===== config.mk =====
export PLATFORM = sky130hd
export DESIGN_NAME = fp_cmp_pipe
export DESIGN_NICKNAME = d
export VERILOG_FILES = /design/src/rtl/fp_cmp_pkg.sv /design/src/rtl/fp_cmp_pipe_fpcompare.sv /design/src/rtl/fp_cmp_pipe.sv
export SDC_FILE = /design/constraint.sdc
export NUM_CORES = 1
export LEC_CHECK = 0
export ABC_AREA = 1
export CAP_MARGIN = 20
export CORE_MARGIN = 3
export CORE_UTILIZATION = 40
export CTS_BUF_LIST = sky130_fd_sc_hd__clkbuf_4 sky130_fd_sc_hd__clkbuf_8
export CTS_CLUSTER_DIAMETER = 120
export CTS_CLUSTER_SIZE = 16
export DETAILED_ROUTE_END_ITERATION = 7
export PLACE_DENSITY = 0.66
export SLEW_MARGIN = 10
export SYNTH_ARGS = -nofsm -noshare
export SYNTH_HDL_FRONTEND = slang
export SYNTH_SLANG_ARGS = --single-unit

===== constraint.sdc =====
create_clock -name clk -period 2.75 [get_ports clk]
set_clock_uncertainty 0.2 [all_clocks]
set_input_delay 0.825 -clock clk [delete_from_list [all_inputs] [get_ports clk]]
set_output_delay 0.825 -clock clk [all_outputs]
set_load 0.02 [all_outputs]

===== src/rtl/fp_cmp_pkg.sv =====
// Shared definitions for the pipelined FP compare/select stage.
//   - Opcode encodings for the compare/select operations (6-7 reserved).
//   - Bit positions inside the fpCompare condition vector.
//   - Format helpers: exponent width per operand width, canonical quiet NaN.
package fp_cmp_pkg;

  // Extra operand bits beyond the IEEE container; none in this format.
  localparam int EXTRA_BITS = 0;

  // Opcodes
  localparam logic [2:0] FEQ  = 3'd0;
  localparam logic [2:0] FLT  = 3'd1;
  localparam logic [2:0] FLE  = 3'd2;
  localparam logic [2:0] FCMP = 3'd3;
  localparam logic [2:0] FMIN = 3'd4;
  localparam logic [2:0] FMAX = 3'd5;

  // Condition vector bit positions: {unord, mag_lt, le, lt, eq}
  localparam int CMP_EQ     = 0;
  localparam int CMP_LT     = 1;
  localparam int CMP_LE     = 2;
  localparam int CMP_MAG_LT = 3;
  localparam int CMP_UN     = 4;

  // Exponent width for the supported IEEE container widths.
  function automatic int exp_bits(input int fpwid);
    case (fpwid)
      16:      return 5;
      32:      return 8;
      80:      return 15;
      128:     return 15;
      default: return 11;
    endcase
  endfunction

  // Canonical quiet NaN for a FPWID-bit operand: sign 0, exponent all ones,
  // mantissa MSB set, remaining mantissa bits clear. Returned right-aligned
  // in a 128-bit vector so callers slice out the width they need.
  function automatic logic [127:0] canon_qnan(input int fpwid);
    logic [127:0] r;
    int lo;
    int hi;
    r  = '0;
    hi = fpwid - 2;                   // exponent MSB
    lo = fpwid - 2 - exp_bits(fpwid); // mantissa MSB
    for (int i = 0; i < 128; i++) begin
      r[i] = (i >= lo) && (i <= hi);
    end
    return r;
  endfunction

endpackage


===== src/rtl/fp_cmp_pipe_fpcompare.sv =====
// fpCompare: purely combinational IEEE 754 comparison of two operands.
// Ports:
//   a, b  in   FPWID  operands
//   o     out  5      condition vector {unord, mag_lt, le, lt, eq}
// All ordered relations (and mag_lt) are forced to 0 when either operand is
// a NaN; +0 and -0 compare equal.
module fpCompare
  import fp_cmp_pkg::*;
#(
  parameter int FPWID = 64
) (
  input  logic [FPWID-1:0] a,
  input  logic [FPWID-1:0] b,
  output logic [4:0]       o
);

  localparam int EB   = exp_bits(FPWID);
  localparam int EMSB = FPWID - 2;
  localparam int FMSB = FPWID - 2 - EB;

  logic a_nan, b_nan, unord, both_zero;
  logic mag_lt_raw, eq, lt;

  assign a_nan     = (&a[EMSB:FMSB+1]) && (|a[FMSB:0]);
  assign b_nan     = (&b[EMSB:FMSB+1]) && (|b[FMSB:0]);
  assign unord     = a_nan | b_nan;
  assign both_zero = ~|a[FPWID-2:0] && ~|b[FPWID-2:0];
  assign mag_lt_raw = a[FPWID-2:0] < b[FPWID-2:0];
  assign eq        = !unord && ((a == b) || both_zero);

  always_comb begin
    lt = 1'b0;
    if (!unord && !both_zero) begin
      if (a[FPWID-1] != b[FPWID-1])
        lt = a[FPWID-1];                       // negative < positive
      else if (!a[FPWID-1])
        lt = mag_lt_raw;
      else
        lt = b[FPWID-2:0] < a[FPWID-2:0];      // both negative: order flips
    end
  end

  assign o = {unord, !unord && mag_lt_raw, lt | eq, lt, eq};

endmodule


===== src/rtl/fp_cmp_pipe.sv =====
// fp_cmp_pipe: two-stage FP compare/select pipeline with valid/ready flow
// control. S0 registers the operation, fpCompare evaluates it, S1 holds the
// decoded result until the consumer takes it.
// Ports:
//   clk, rst              clock, synchronous active-high reset
//   in_valid/in_ready     input handshake (in_ready combinational on out_ready)
//   in_op, in_tag         opcode and opaque tag
//   a, b                  IEEE 754 operands
//   out_valid/out_ready   output handshake
//   out_res, out_tag      result (booleans zero-extended) and its tag
//   out_nv                invalid-operation flag
module fp_cmp_pipe
  import fp_cmp_pkg::*;
#(
  parameter int FPWID = 64,
  parameter int TAGW  = 4
) (
  input  logic                       clk,
  input  logic                       rst,
  input  logic                       in_valid,
  output logic                       in_ready,
  input  logic [2:0]                 in_op,
  input  logic [TAGW-1:0]            in_tag,
  input  logic [FPWID+EXTRA_BITS-1:0] a,
  input  logic [FPWID+EXTRA_BITS-1:0] b,
  output logic                       out_valid,
  input  logic                       out_ready,
  output logic [FPWID+EXTRA_BITS-1:0] out_res,
  output logic [TAGW-1:0]            out_tag,
  output logic                       out_nv
);

  localparam int W    = FPWID + EXTRA_BITS;
  localparam int EB   = exp_bits(FPWID);
  localparam int EMSB = FPWID - 2;
  localparam int FMSB = FPWID - 2 - EB;
  localparam logic [127:0] QNAN_FULL = canon_qnan(FPWID);
  localparam logic [W-1:0] QNAN = W'(QNAN_FULL[FPWID-1:0]);

  // Stage registers
  logic            s0_valid_reg;
  logic [2:0]      s0_op_reg;
  logic [TAGW-1:0] s0_tag_reg;
  logic [W-1:0]    s0_a_reg, s0_b_reg;
  logic            out_valid_reg;
  logic [W-1:0]    out_res_reg;
  logic [TAGW-1:0] out_tag_reg;
  logic            out_nv_reg;

  logic            s0_adv, s1_adv;
  logic [4:0]      cmp;
  logic [W-1:0]    res_next;
  logic            nv_next;

  // Local operand classification
  logic a_nan, b_nan, a_snan, b_snan, both_zero;
  logic sa, sb;

  // S1 can load whenever it is empty or being drained this cycle; S0 can
  // load whenever it is empty or moving into S1.
  assign s1_adv   = !out_valid_reg || out_ready;
  assign s0_adv   = !s0_valid_reg || s1_adv;
  assign in_ready = s0_adv;

  fpCompare #(.FPWID(FPWID)) u_cmp (
    .a (s0_a_reg[FPWID-1:0]),
    .b (s0_b_reg[FPWID-1:0]),
    .o (cmp)
  );

  assign sa        = s0_a_reg[FPWID-1];
  assign sb        = s0_b_reg[FPWID-1];
  assign a_nan     = (&s0_a_reg[EMSB:FMSB+1]) && (|s0_a_reg[FMSB:0]);
  assign b_nan     = (&s0_b_reg[EMSB:FMSB+1]) && (|s0_b_reg[FMSB:0]);
  assign a_snan    = a_nan && !s0_a_reg[FMSB];
  assign b_snan    = b_nan && !s0_b_reg[FMSB];
  assign both_zero = ~|s0_a_reg[FPWID-2:0] && ~|s0_b_reg[FPWID-2:0];

  // Result decode
  always_comb begin
    res_next = '0;
    nv_next  = 1'b0;
    case (s0_op_reg)
      FEQ: begin
        res_next[0] = cmp[CMP_EQ];
        nv_next     = a_snan | b_snan;   // quiet compare: only SNaN signals
      end
      FLT: begin
        res_next[0] = cmp[CMP_LT];
        nv_next     = cmp[CMP_UN];
      end
      FLE: begin
        res_next[0] = cmp[CMP_LE];
        nv_next     = cmp[CMP_UN];
      end
      FCMP: begin
        res_next[4:0] = cmp;
      end
      FMIN, FMAX: begin
        nv_next = a_snan | b_snan;
        if (a_nan && b_nan)
          res_next = QNAN;
        else if (a_nan)
          res_next = s0_b_reg;
        else if (b_nan)
          res_next = s0_a_reg;
        else if (both_zero)
          // Signed zeros compare equal, so pick the sign explicitly:
          // min leans negative, max leans positive.
          res_next = {(s0_op_reg == FMIN) ? (sa | sb) : (sa & sb), {(W-1){1'b0}}};
        else if (s0_op_reg == FMIN)
          res_next = cmp[CMP_LT] ? s0_a_reg : s0_b_reg;
        else
          res_next = cmp[CMP_LT] ? s0_b_reg : s0_a_reg;
      end
      default: begin
        res_next = '0;   // reserved opcodes still carry their tag through
        nv_next  = 1'b0;
      end
    endcase
  end

  always_ff @(posedge clk) begin
    if (rst) begin
      s0_valid_reg  <= 1'b0;
      s0_op_reg     <= '0;
      s0_tag_reg    <= '0;
      s0_a_reg      <= '0;
      s0_b_reg      <= '0;
      out_valid_reg <= 1'b0;
      out_res_reg   <= '0;
      out_tag_reg   <= '0;
      out_nv_reg    <= 1'b0;
    end else begin
      if (s0_adv) begin
        s0_valid_reg <= in_valid;
        if (in_valid) begin
          s0_op_reg  <= in_op;
          s0_tag_reg <= in_tag;
          s0_a_reg   <= a;
          s0_b_reg   <= b;
        end
      end
      if (s1_adv) begin
        out_valid_reg <= s0_valid_reg;
        if (s0_valid_reg) begin
          out_res_reg <= res_next;
          out_tag_reg <= s0_tag_reg;
          out_nv_reg  <= nv_next;
        end
      end
    end
  end

  assign out_valid = out_valid_reg;
  assign out_res   = out_res_reg;
  assign out_tag   = out_tag_reg;
  assign out_nv    = out_nv_reg;

endmodule


==> results.toml <==
[status]
status = "complete, but fails checks"
violations = "DRC, setup timing"

[cts]
cts_tree = "yes"
cts_sinks = 206
cts_root_buf = "clkbuf_8"
cts_buffers = 16
postCtsHoldBufs = 0
insertion_delay_ps = 540
cts_buffer_depth = 3
cts-htree-levels = 1
clkTransAtPathRegs_ps = 110

[detailed_routing]
drt_iter0_drc = 1306
dr_total_vias = 12640
wire_per_inst_microns = 17.37
firstDrtPassIters = 8
viasPerCell = 5.391
drc = 3
wl_microns = 40740
drtAntennaViolNets = 0

[worst_setup_path]
reg2reg_depth = 20
slowest_delay_ps = 350
crit_arrival_ps = 3380
path_cells = "inv_2, ha_4, nand2_4, nor2_4, nand4_1, nor2_4, nand2_1, nor2_2, nand2_2, nand2_2, nand2_2, nand2_4, nand4_1, nand2_8, buf_8, nand2_1, o211ai_1, nand3_1, nand2_1, a21oi_1"
end_kind = "flop"
cp.buffers_inverters = 2
cp.depth = 20
cp-start-kind = "flop"
path_class = "reg2reg"
path_max_fanout = 8
r2r-start = "s0_b_reg[54]$_SDFFE_PP0P_"
crit_required_ps = 2950
rrSetupSlack_ps = -430
reg2reg_to = "out_res[63]$_SDFFE_PP0P_"
crit_start = "s0_b_reg[54]$_SDFFE_PP0P_"
cp_slowest_cell = "dfxtp_2"
path_delay_family = "simple AND/OR/NAND/NOR gates"

[yosys]
synthTopCellsByArea = "dfxtp_1 37%, a21oi_1 12%, nand2_1 12%, ha_1 7.3%, o21ai_0 7.3%"
synth_edf_count = 0
yosys.area.top_type_share = 0.3692
ys.flop_type = "dfxtp_1"
syn_nets = 1836
syn_inst = 1632
async_reset_ff_frac = 0
synth-seq-cells = 206
synth_cell_types = 30
avgSynthCellArea_sq_um = 6.844
syn_area_sq_mm = 0.01117
synth_top_area_cell = "dfxtp_1"
yosys_warnings = 0
seq_area_frac_synth = 0.3692

[timing]
min_period_over_period = 1.158
relSlewSlack = 0.4463
setup_viol_count_final = 64
tightest_slew_ps = 830.6
grt_setup_unrepaired = "yes"
setup_ws_ps = -433.6
finalMaxSlewViolations = 0
hold_violations = 0
hold_slack_ps = 268.4
min_period_ps = 3184
fmax_mhz = 314.1

[die]
dieArea_sq_mm = 0.02997
core-area_sq_mm = 0.02718
die_height_microns = 173.1
start_util = 0.4110
fp-row-count = 60
die_x_microns = 173.1
io_pins = 210

[global_route]
grt_pass1_vias = 12300
track_usage = 0.2516
grt_max_degree = 84
antenna_found_initial = 3
grt_pass1_wl_microns = 62670
gr-total-overflow = 0

[layout]
drive_gt1_frac = 0.2093
layout_common_cells = "328 x nand2_1, 263 x a21oi_1, 207 x clkdlybuf4s50_1, 192 x dfxtp_1, 183 x buf_4"
multi_input_area_sq_mm = 0.006516
regArea_sq_mm = 0.004141
finalNonFillerCells = 2345
n_antenna_cell = 0
mostFrequentLayoutCell = "nand2_1"
fin_area_sq_mm = 0.01609
synthToLayoutAreaGrowth_pct = 44.07
layout.nets = 2177
num-fill-cells = 2530

[run]
drv_cap = 0

[placement]
placed_cells = 2295
port_buffers = 209
dp_hpwl_microns = 27500
gp_congestion = 0.9315
placed_area_sq_mm = 0.01492

[power_and_ir_drop]
p_per_area_mw_per_mm2 = 484.3
vdd_ir_drop_max_uv = 285.5
p_leak_nw = 6.852

[worst_hold_path]
holdPathEnd = "out_res[50]$_SDFFE_PP0P_"
whs_path_depth = 2
min-delay-path-class = "reg2reg"
min_from = "out_res[50]$_SDFFE_PP0P_"
==> cells by family after synthesis <==
| kind of cell | Yosys count | share of synthesized area |
|---|---|---|
| adders and majority gates | 65 | 0.07281 |
| DFF | 206 | 0.3692 |
| and+or+nand+nor | 584 | 0.2203 |
| buffers and inverters | 272 | 0.09611 |
| AOI/OAI and AO/OA | 505 | 0.2415 |
==> where the power goes <==
group	total (W)	switching (W)	internal (W)
logic	0.00290	0.00152	0.00138
clock network	0.00162	0.00103	0.000588
registers	0.00327	0.000105	0.00316
total	0.00779	0.00266	0.00513
==> final cells by class <==
cell class | instances | area share
Tap cell | 372 | 0.02892
Sequential cell | 206 | 0.2574
Timing Repair Buffer | 425 | 0.2539
Multi-Input combinational cell | 1155 | 0.4049
Inverter | 169 | 0.03950
Clock buffer | 18 | 0.01540
==> metal layers <==
metal,GRT usage,vias up,part of all wire
met3,0.04370,96,0.072
met2,0.4321,527,0.48
li1,-,6163,-
met1,0.3203,5851,0.42
met5,0,-,0.0010
met4,0.08345,6,0.029
==> repair_timing <==
action | CTS | global route
buffers inserted | 20 | 9
gates cloned | 4 | 5
pin swaps | 30 | 47
setup endpoints to repair | 65 | 66
resized for setup | 81 | 64
==> how the worst max path moves through the flow <==
| stage | endpoint | slack, ps |
|---|---|---|
| final | out_res[63]$_SDFFE_PP0P_ | -430 |
| after CTS | out_res[6]$_SDFFE_PP0P_ | -250 |
| after global routing | out_res[63]$_SDFFE_PP0P_ | -540 |
| after global placement | out_res[15]$_SDFFE_PP0P_ | -430 |
| after detailed placement | out_res[6]$_SDFFE_PP0P_ | -470 |
| after floorplan | out_res[63]$_SDFFE_PP0P_ | 140 |
==> Yosys cell counts (5+ instances only) <==
cell and number:
nor2_1 82, inv_1 109, nor3_1 10, nand3_1 77, clkbuf_1 80, nand4_1 40, buf_2 12, buf_1 6
o211ai_1 61, buf_6 5, o21ai_0 162, nand2_1 359, ha_1 65, dfxtp_1 206, inv_2 60, a21oi_1 271
==> per-stage QoR <==
step / util / TNS (ps) / total power, W / worst slack [ps]
2_1_floorplan: - / 0 / 0.004672 / 144.8
3_3_place_gp: 0.5490 / -22780 / 0.005614 / -425.9
3_5_place_dp: 0.5490 / -25020 / 0.005660 / -465.6
4_1_cts: 0.5799 / -13380 / 0.007597 / -248.8
5_1_grt: 0.5921 / -30330 / 0.008200 / -536.7
6_report: 0.5921 / -20760 / 0.007793 / -433.6
==> worst register-to-register path, delay by kind of cell (launching register included) <==
family	cells	cell delay, ps
DFF	1	350
and+or+nand+nor	15	1850
adders and majority gates	1	280
buffers and inverters	2	210
AOI/OAI and AO/OA	2	160
No activity file was read; power rests on OpenSTA's default activity.
